**config.mk**
```make
export PLATFORM = sky130hd
export DESIGN_NAME = multi_gateway
export DESIGN_NICKNAME = d
export VERILOG_FILES = /design/src/rtl/multi_gateway.sv
export SDC_FILE = /design/constraint.sdc
export NUM_CORES = 1
export LEC_CHECK = 0
export BUFFER_PORTS_ARGS = -buffer_cell sky130_fd_sc_hd__buf_4
export CAP_MARGIN = 20
export CORE_MARGIN = 4
export CORE_UTILIZATION = 25
export DETAILED_ROUTE_END_ITERATION = 10
export HOLD_SLACK_MARGIN = 0.15
export PLACE_DENSITY = 0.52
export SYNTH_ARGS = -nofsm -noshare
export SYNTH_HDL_FRONTEND = slang
export SYNTH_SLANG_ARGS = --single-unit
export TNS_END_PERCENT = 1
```
**constraint.sdc**
```tcl
create_clock -name sys_clk -period 2.4 [get_ports sys_clk]
set_clock_uncertainty 0.2 [all_clocks]
set_input_delay 0.12 -clock sys_clk [delete_from_list [all_inputs] [get_ports sys_clk]]
set_output_delay 0.12 -clock sys_clk [all_outputs]
set_load 0.005 [all_outputs]
```
**src/rtl/multi_gateway.sv**
```systemverilog
// multi_gateway: round-robin bridge from NCH local requesters onto one system bus.
// Sequence per transfer: IDLE -> BREQ (bus request) -> ADDR (one mreq strobe) -> WAIT (for ack)
// -> DONE (one-cycle done pulse). With bus_hog the bus is kept and DONE chains straight to ADDR.
// Optional feature: define MULTI_GATEWAY_TIMEOUT_EN to add the err port and a BREQ/WAIT timeout.
module multi_gateway #(
  parameter int unsigned NCH = 2,
  parameter int unsigned AW  = 24,
  parameter int unsigned DW  = 32,
  parameter int unsigned BW  = 64,
  parameter int unsigned TMO = 255
) (
  input  logic              sys_clk,
  input  logic              reset,
  input  logic [NCH-1:0]    req,
  input  logic [NCH-1:0]    req_wr,
  input  logic [NCH*AW-1:0] req_addr,
  input  logic [NCH*2-1:0]  req_size,
  input  logic [NCH*DW-1:0] req_wdata,
  output logic [NCH-1:0]    done,
  output logic [DW-1:0]     rdata,
  output logic              breq,
  input  logic              back,
  input  logic              bus_hog,
  output logic              mreq,
  output logic              read,
  output logic [AW-1:0]     address,
  output logic [BW-1:0]     wdata,
  output logic [3:0]        width,
  input  logic              ack,
  input  logic [BW-1:0]     data,
  output logic              gate_active
`ifdef MULTI_GATEWAY_TIMEOUT_EN
  ,
  output logic [NCH-1:0]    err
`endif
);

  localparam int unsigned IW     = (NCH > 1) ? $clog2(NCH) : 1;
  localparam int unsigned NLANES = BW / DW;
  localparam int unsigned LSB    = $clog2(DW / 8);
  localparam int unsigned LW     = (NLANES > 1) ? $clog2(NLANES) : 1;

  typedef enum logic [2:0] {StIdle, StBreq, StAddr, StWait, StDone} state_e;

  state_e        state_q;
  logic [IW-1:0] rr_q;
  logic [IW-1:0] sel_q;
  logic          read_q;
  logic          breq_q;
  logic          mreq_q;
  logic          active_q;
  logic [AW-1:0] addr_q;
  logic [3:0]    width_q;
  logic [DW-1:0] wdata_q;
  logic [DW-1:0] rdata_q;
  logic [NCH-1:0] done_q;

`ifdef MULTI_GATEWAY_TIMEOUT_EN
  logic [9:0]     cnt_q;
  logic [NCH-1:0] err_q;
  logic           tmo_hit;
`endif

  logic [IW:0]    pick_idle;
  logic [IW:0]    pick_hog;
  logic [NCH-1:0] others;
  logic [IW-1:0]  cand;
  logic [IW-1:0]  rr_next;
  logic           c_wr;
  logic [AW-1:0]  c_addr;
  logic [1:0]     c_size;
  logic [DW-1:0]  c_wdata;
  logic [3:0]     c_width;
  logic [LW-1:0]  lane_idx;
  logic [DW-1:0]  lane_data;

  // First asserted request at or after start; MSB of the result flags that one was found.
  function automatic logic [IW:0] rr_pick(input logic [NCH-1:0] r, input logic [IW-1:0] start);
    logic [IW:0] res;
    int unsigned j;
    res = '0;
    for (int i = NCH - 1; i >= 0; i--) begin
      j = (32'(start) + 32'(i)) % NCH;
      if (r[IW'(j)]) res = {1'b1, IW'(j)};
    end
    return res;
  endfunction

  // Arbitration candidate and its request fields; in DONE the channel just served is excluded
  always_comb begin
    others        = req;
    others[sel_q] = 1'b0;
    pick_idle     = rr_pick(req, rr_q);
    pick_hog      = rr_pick(others, rr_q);
    cand          = (state_q == StDone) ? pick_hog[IW-1:0] : pick_idle[IW-1:0];
    c_wr          = 1'b0;
    c_addr        = '0;
    c_size        = '0;
    c_wdata       = '0;
    for (int k = 0; k < NCH; k++) begin
      if (cand == IW'(k)) begin
        c_wr    = req_wr[k];
        c_addr  = req_addr[k*AW +: AW];
        c_size  = req_size[k*2 +: 2];
        c_wdata = req_wdata[k*DW +: DW];
      end
    end
    case (c_size)
      2'b00:   c_width = 4'd1;
      2'b01:   c_width = 4'd2;
      default: c_width = 4'd4;
    endcase
    rr_next = (sel_q == IW'(NCH - 1)) ? '0 : sel_q + 1'b1;
  end

  // Read lane selection from the bus data using the low address bits
  always_comb begin
    lane_idx = '0;
    if (NLANES > 1) lane_idx = addr_q[LSB +: LW];
    lane_data = '0;
    for (int i = 0; i < NLANES; i++) begin
      if (lane_idx == LW'(i)) lane_data = data[i*DW +: DW];
    end
  end

`ifdef MULTI_GATEWAY_TIMEOUT_EN
  // Counter is cleared on entry to BREQ/WAIT, so this fires after TMO cycles in the state
  assign tmo_hit = (cnt_q == 10'(TMO - 1));
`endif

  // Gateway sequencer: state, round-robin pointer and registered bus/completion outputs
  always_ff @(posedge sys_clk) begin
    if (reset) begin
      state_q  <= StIdle;
      rr_q     <= '0;
      sel_q    <= '0;
      read_q   <= 1'b0;
      breq_q   <= 1'b0;
      mreq_q   <= 1'b0;
      active_q <= 1'b0;
      addr_q   <= '0;
      width_q  <= '0;
      wdata_q  <= '0;
      rdata_q  <= '0;
      done_q   <= '0;
`ifdef MULTI_GATEWAY_TIMEOUT_EN
      cnt_q    <= '0;
      err_q    <= '0;
`endif
    end else begin
      done_q <= '0;
`ifdef MULTI_GATEWAY_TIMEOUT_EN
      err_q  <= '0;
      cnt_q  <= cnt_q + 10'd1;
`endif
      unique case (state_q)
        StIdle: begin
          if (pick_idle[IW]) begin
            sel_q    <= cand;
            read_q   <= ~c_wr;
            addr_q   <= c_addr;
            width_q  <= c_width;
            wdata_q  <= c_wdata;
            breq_q   <= 1'b1;
            active_q <= 1'b1;
            state_q  <= StBreq;
`ifdef MULTI_GATEWAY_TIMEOUT_EN
            cnt_q    <= '0;
`endif
          end
        end
        StBreq: begin
          if (back) begin
            mreq_q  <= 1'b1;
            state_q <= StAddr;
          end
`ifdef MULTI_GATEWAY_TIMEOUT_EN
          else if (tmo_hit) begin
            err_q[sel_q] <= 1'b1;
            rdata_q      <= '0;
            rr_q         <= rr_next;
            state_q      <= StDone;
          end
`endif
        end
        StAddr: begin
          mreq_q  <= 1'b0;
          state_q <= StWait;
`ifdef MULTI_GATEWAY_TIMEOUT_EN
          cnt_q   <= '0;
`endif
        end
        StWait: begin
          if (ack) begin
            done_q[sel_q] <= 1'b1;
            rdata_q       <= read_q ? lane_data : '0;
            rr_q          <= rr_next;
            state_q       <= StDone;
          end
`ifdef MULTI_GATEWAY_TIMEOUT_EN
          else if (tmo_hit) begin
            err_q[sel_q] <= 1'b1;
            rdata_q      <= '0;
            rr_q         <= rr_next;
            state_q      <= StDone;
          end
`endif
        end
        StDone: begin
          rdata_q <= '0;
          if (bus_hog && back && pick_hog[IW]) begin
            sel_q   <= cand;
            read_q  <= ~c_wr;
            addr_q  <= c_addr;
            width_q <= c_width;
            wdata_q <= c_wdata;
            mreq_q  <= 1'b1;
            state_q <= StAddr;
          end else begin
            breq_q   <= 1'b0;
            active_q <= 1'b0;
            state_q  <= StIdle;
          end
        end
        default: state_q <= StIdle;
      endcase
    end
  end

  assign done        = done_q;
  assign rdata       = rdata_q;
  assign breq        = breq_q;
  assign mreq        = mreq_q;
  assign read        = read_q;
  assign address     = addr_q;
  assign wdata       = {NLANES{wdata_q}};
  assign width       = width_q;
  assign gate_active = active_q;
`ifdef MULTI_GATEWAY_TIMEOUT_EN
  assign err         = err_q;
`endif

endmodule

```
==> impl_metrics.toml <==
[placement]
placed_area_sq_um = 7590
dp_hpwl_um = 14300
placed_cells = 1099
io_buffer_count = 317
gp_congestion = 0.811

[grt]
grt_pass1_vias = 6548
track_usage_pct = 18.5
grt_overflow = 0
grt_pass1_wl_um = 35500
antenna_found_initial = 0
grt_max_degree = 63

[clock_network]
cts_tree = "built"
cts_buffers = 9
post_cts_buffers = 0
cts_buffer_depth = 2
clock_latency_ns = 0.35
postCtsHoldBufs = 191
ctsRootBufferMaster = "clkbuf_16"
clk_pin_slew_ns = 0.07
clock_sinks = 101
cts_max_level = 3
cts_resized = 0

[timing]
setup-violations-final = 0
fin_tns_setup_ns = 0
hold_violations = 0
min_period_ns = 2.26
max_freq_ghz = 0.443
rsz0062_at_grt = "false"
finalMaxSlewViolations = 0
finalCritPeriodShare_pct = 94.1
worstMarginPinSlew_ns = 1.05
slew-limit-headroom_pct = 30.2

[pwr]
p_leak_nw = 4.21
power_density_nw_per_um2 = 522
vdd_ir_drop_max_uv = 290

[finish]
diodes = 0
final_cell_count_no_fill = 1305
finish.instance_area_sq_um = 9800
drive_above_1_share_pct = 39.8
synthToLayoutAreaGrowth_pct = 88.6
final_nets = 1220

[detailed_routing]
drtIter0Drc = 316
antenna_left = 0
route.detailed.drc = 0
wl_um = 22400
post_drt_wl_per_cell_um = 17.2
viasPerCell = 4.85
vias = 6323
first_pass_iters = 4

[critical_path]
worstPathArrival_ns = 2.29
cpMaxStageDelayCell = "dlygate4sd3_1"
critPathRequiredTime_ns = 2.43
cp_top_family = "buffers and inverters"
path_cells = "buf_4 > mux2_2 > dlygate4sd3_1 > a22oi_1 > nor2_1"
cp_max_fo = 33
crit_buf_inv = 2
start_kind = "flip-flop"
slowest_delay_ns = 0.58
path_class = "reg -> reg"
worst_setup_path_end_kind = "flip-flop"

[yosys]
synth_fp_nets = 781
ys_seq_area_share_pct = 38.9
synth_seq_cells = 101
synth_ff_type = "dfxtp_1"
synth_edf_count = 0
netlist_area_sq_um = 5200
synthCells = 592
async_flop_share_pct = 0
synth_area_per_cell_sq_um = 8.78
ys_types = 44
yosys_warnings = 0

[floorplanning]
dieArea_sq_um = 23200
dieWidth_um = 152
die_h_um = 152
pin_count = 319
coreArea_sq_um = 20400
rows = 52
initial_utilization_pct = 25.5

[flow_run]
cap_violations = 0

[min_path]
hold_class = "reg -> reg"

[status]
status = "complete, no violations"
==> cell usage after synthesis (all sizes together) (2+ instances only) <==
cell type  count  area share [%]
mux2          32             6.9
nand4b         2            0.34
buf           71             9.5
o21ai         64             6.2
a21oi         63             6.1
clkbuf        34             2.7
a22oi         32             4.6
dfxtp        101              39
nor2b          3            0.36
and2           2            0.24
inv            5            0.36
nor2          40             3.0
a311oi        60              11
nor4           2            0.24
nand3         59             5.7
==> cell type report <==
cell class              count  area (sq um)
fillers                  1896         10600
repair buffers            533          4570
multi-input cells         381          2560
flip-flops and latches    101          2020
well taps                 270           338
clock buffers              10           239
clock inverters             5          60.1
inverters                   5          18.8
==> power breakdown <==
| group | switching [mW] | leakage [nW] | internal (mW) | total (mW) |
|---|---|---|---|---|
| logic | 0.653 | 3.23 | 0.996 | 1.65 |
| registers | 0.118 | 0.829 | 1.83 | 1.95 |
| clock network | 0.688 | 0.145 | 0.837 | 1.52 |
| total | 1.46 | 4.21 | 3.66 | 5.12 |
==> cells in the final DEF, fill, tap and decap left out, types with 2 or more instances in the layout <==
cell type	Yosys	routed
inv_1	5	5
a21oi_1	63	63
nand4b_1	2	2
a22oi_1	32	32
dlygate4sd3_1	0	191
a311oi_2	11	11
nor4_1	2	2
buf_4	37	335
a311oi_1	49	49
clkbuf_16	0	9
nor2_1	39	38
mux2_2	32	32
o21ai_1	10	10
dfxtp_1	101	101
o21ai_0	53	53
nor2b_1	3	3
buf_12	0	7
nand3_1	59	58
==> worst paths after layout <==
| path | startpoint | slack, ns | endpoint | cells past startpoint |
|---|---|---|---|---|
| worst min-delay path | rdata[22] | 0.31 | rdata[22] | 2 |
| worst max-delay path | address[2] | 0.14 | rdata[3] | 5 |
| worst min register to register | rdata[22] | 0.31 | rdata[22] | 2 |
| worst max register to register | address[2] | 0.14 | rdata[3] | 5 |
==> worst min-delay path, stage by stage (launching register included) <==
cell	delay (ns)
dfxtp_1	0.33
a22oi_1	0.08
nor2_1	0.07
==> logic make-up (layout without fill, tap and decap cells) <==
logic type             after synthesis  in the layout  share of synthesized area (%)
buffers and inverters              110            553                           12.5
multiplexers                        33             33                           7.13
flip-flops                         101            101                           38.9
other                                1              1                         0.0722
AO/OA/AOI/OAI                      231            231                           30.4
AND/OR/NAND/NOR                    116            116                           11.0
==> metrics by stage <==
step	utilization, %	power [mW]	worst slack [ns]	hold slack [ns]
final	48.1	5.12	0.141	0.308
after floorplan	-	2.68	0.634	0.0911
after global placement	37.3	3.32	0.279	0.211
after detailed placement	37.3	3.32	0.256	0.215
after global routing	48.1	5.39	0.0190	0.336
after CTS	48.1	5.17	0.149	0.306
==> layer usage <==
| metal | wire (um) | global-route usage (%) |
|---|---|---|
| met5 | 0 | 0 |
| met2 | 11400 | 33.2 |
| met4 | 313 | 4.54 |
| met1 | 9150 | 21.6 |
| met3 | 1570 | 5.60 |
==> state kept, by name, summed over array words and instances (netlist names) <==
| name | flops |
|---|---|
| gate_active | 1 |
| wdata_q | 32 |
| width | 3 |
| done | 2 |
| mreq | 1 |
| rdata | 32 |
| rr_q | 1 |
| address | 24 |
| state_q | 3 |
| sel_q | 1 |
| read | 1 |
No activity file was read; power rests on OpenSTA's default activity.
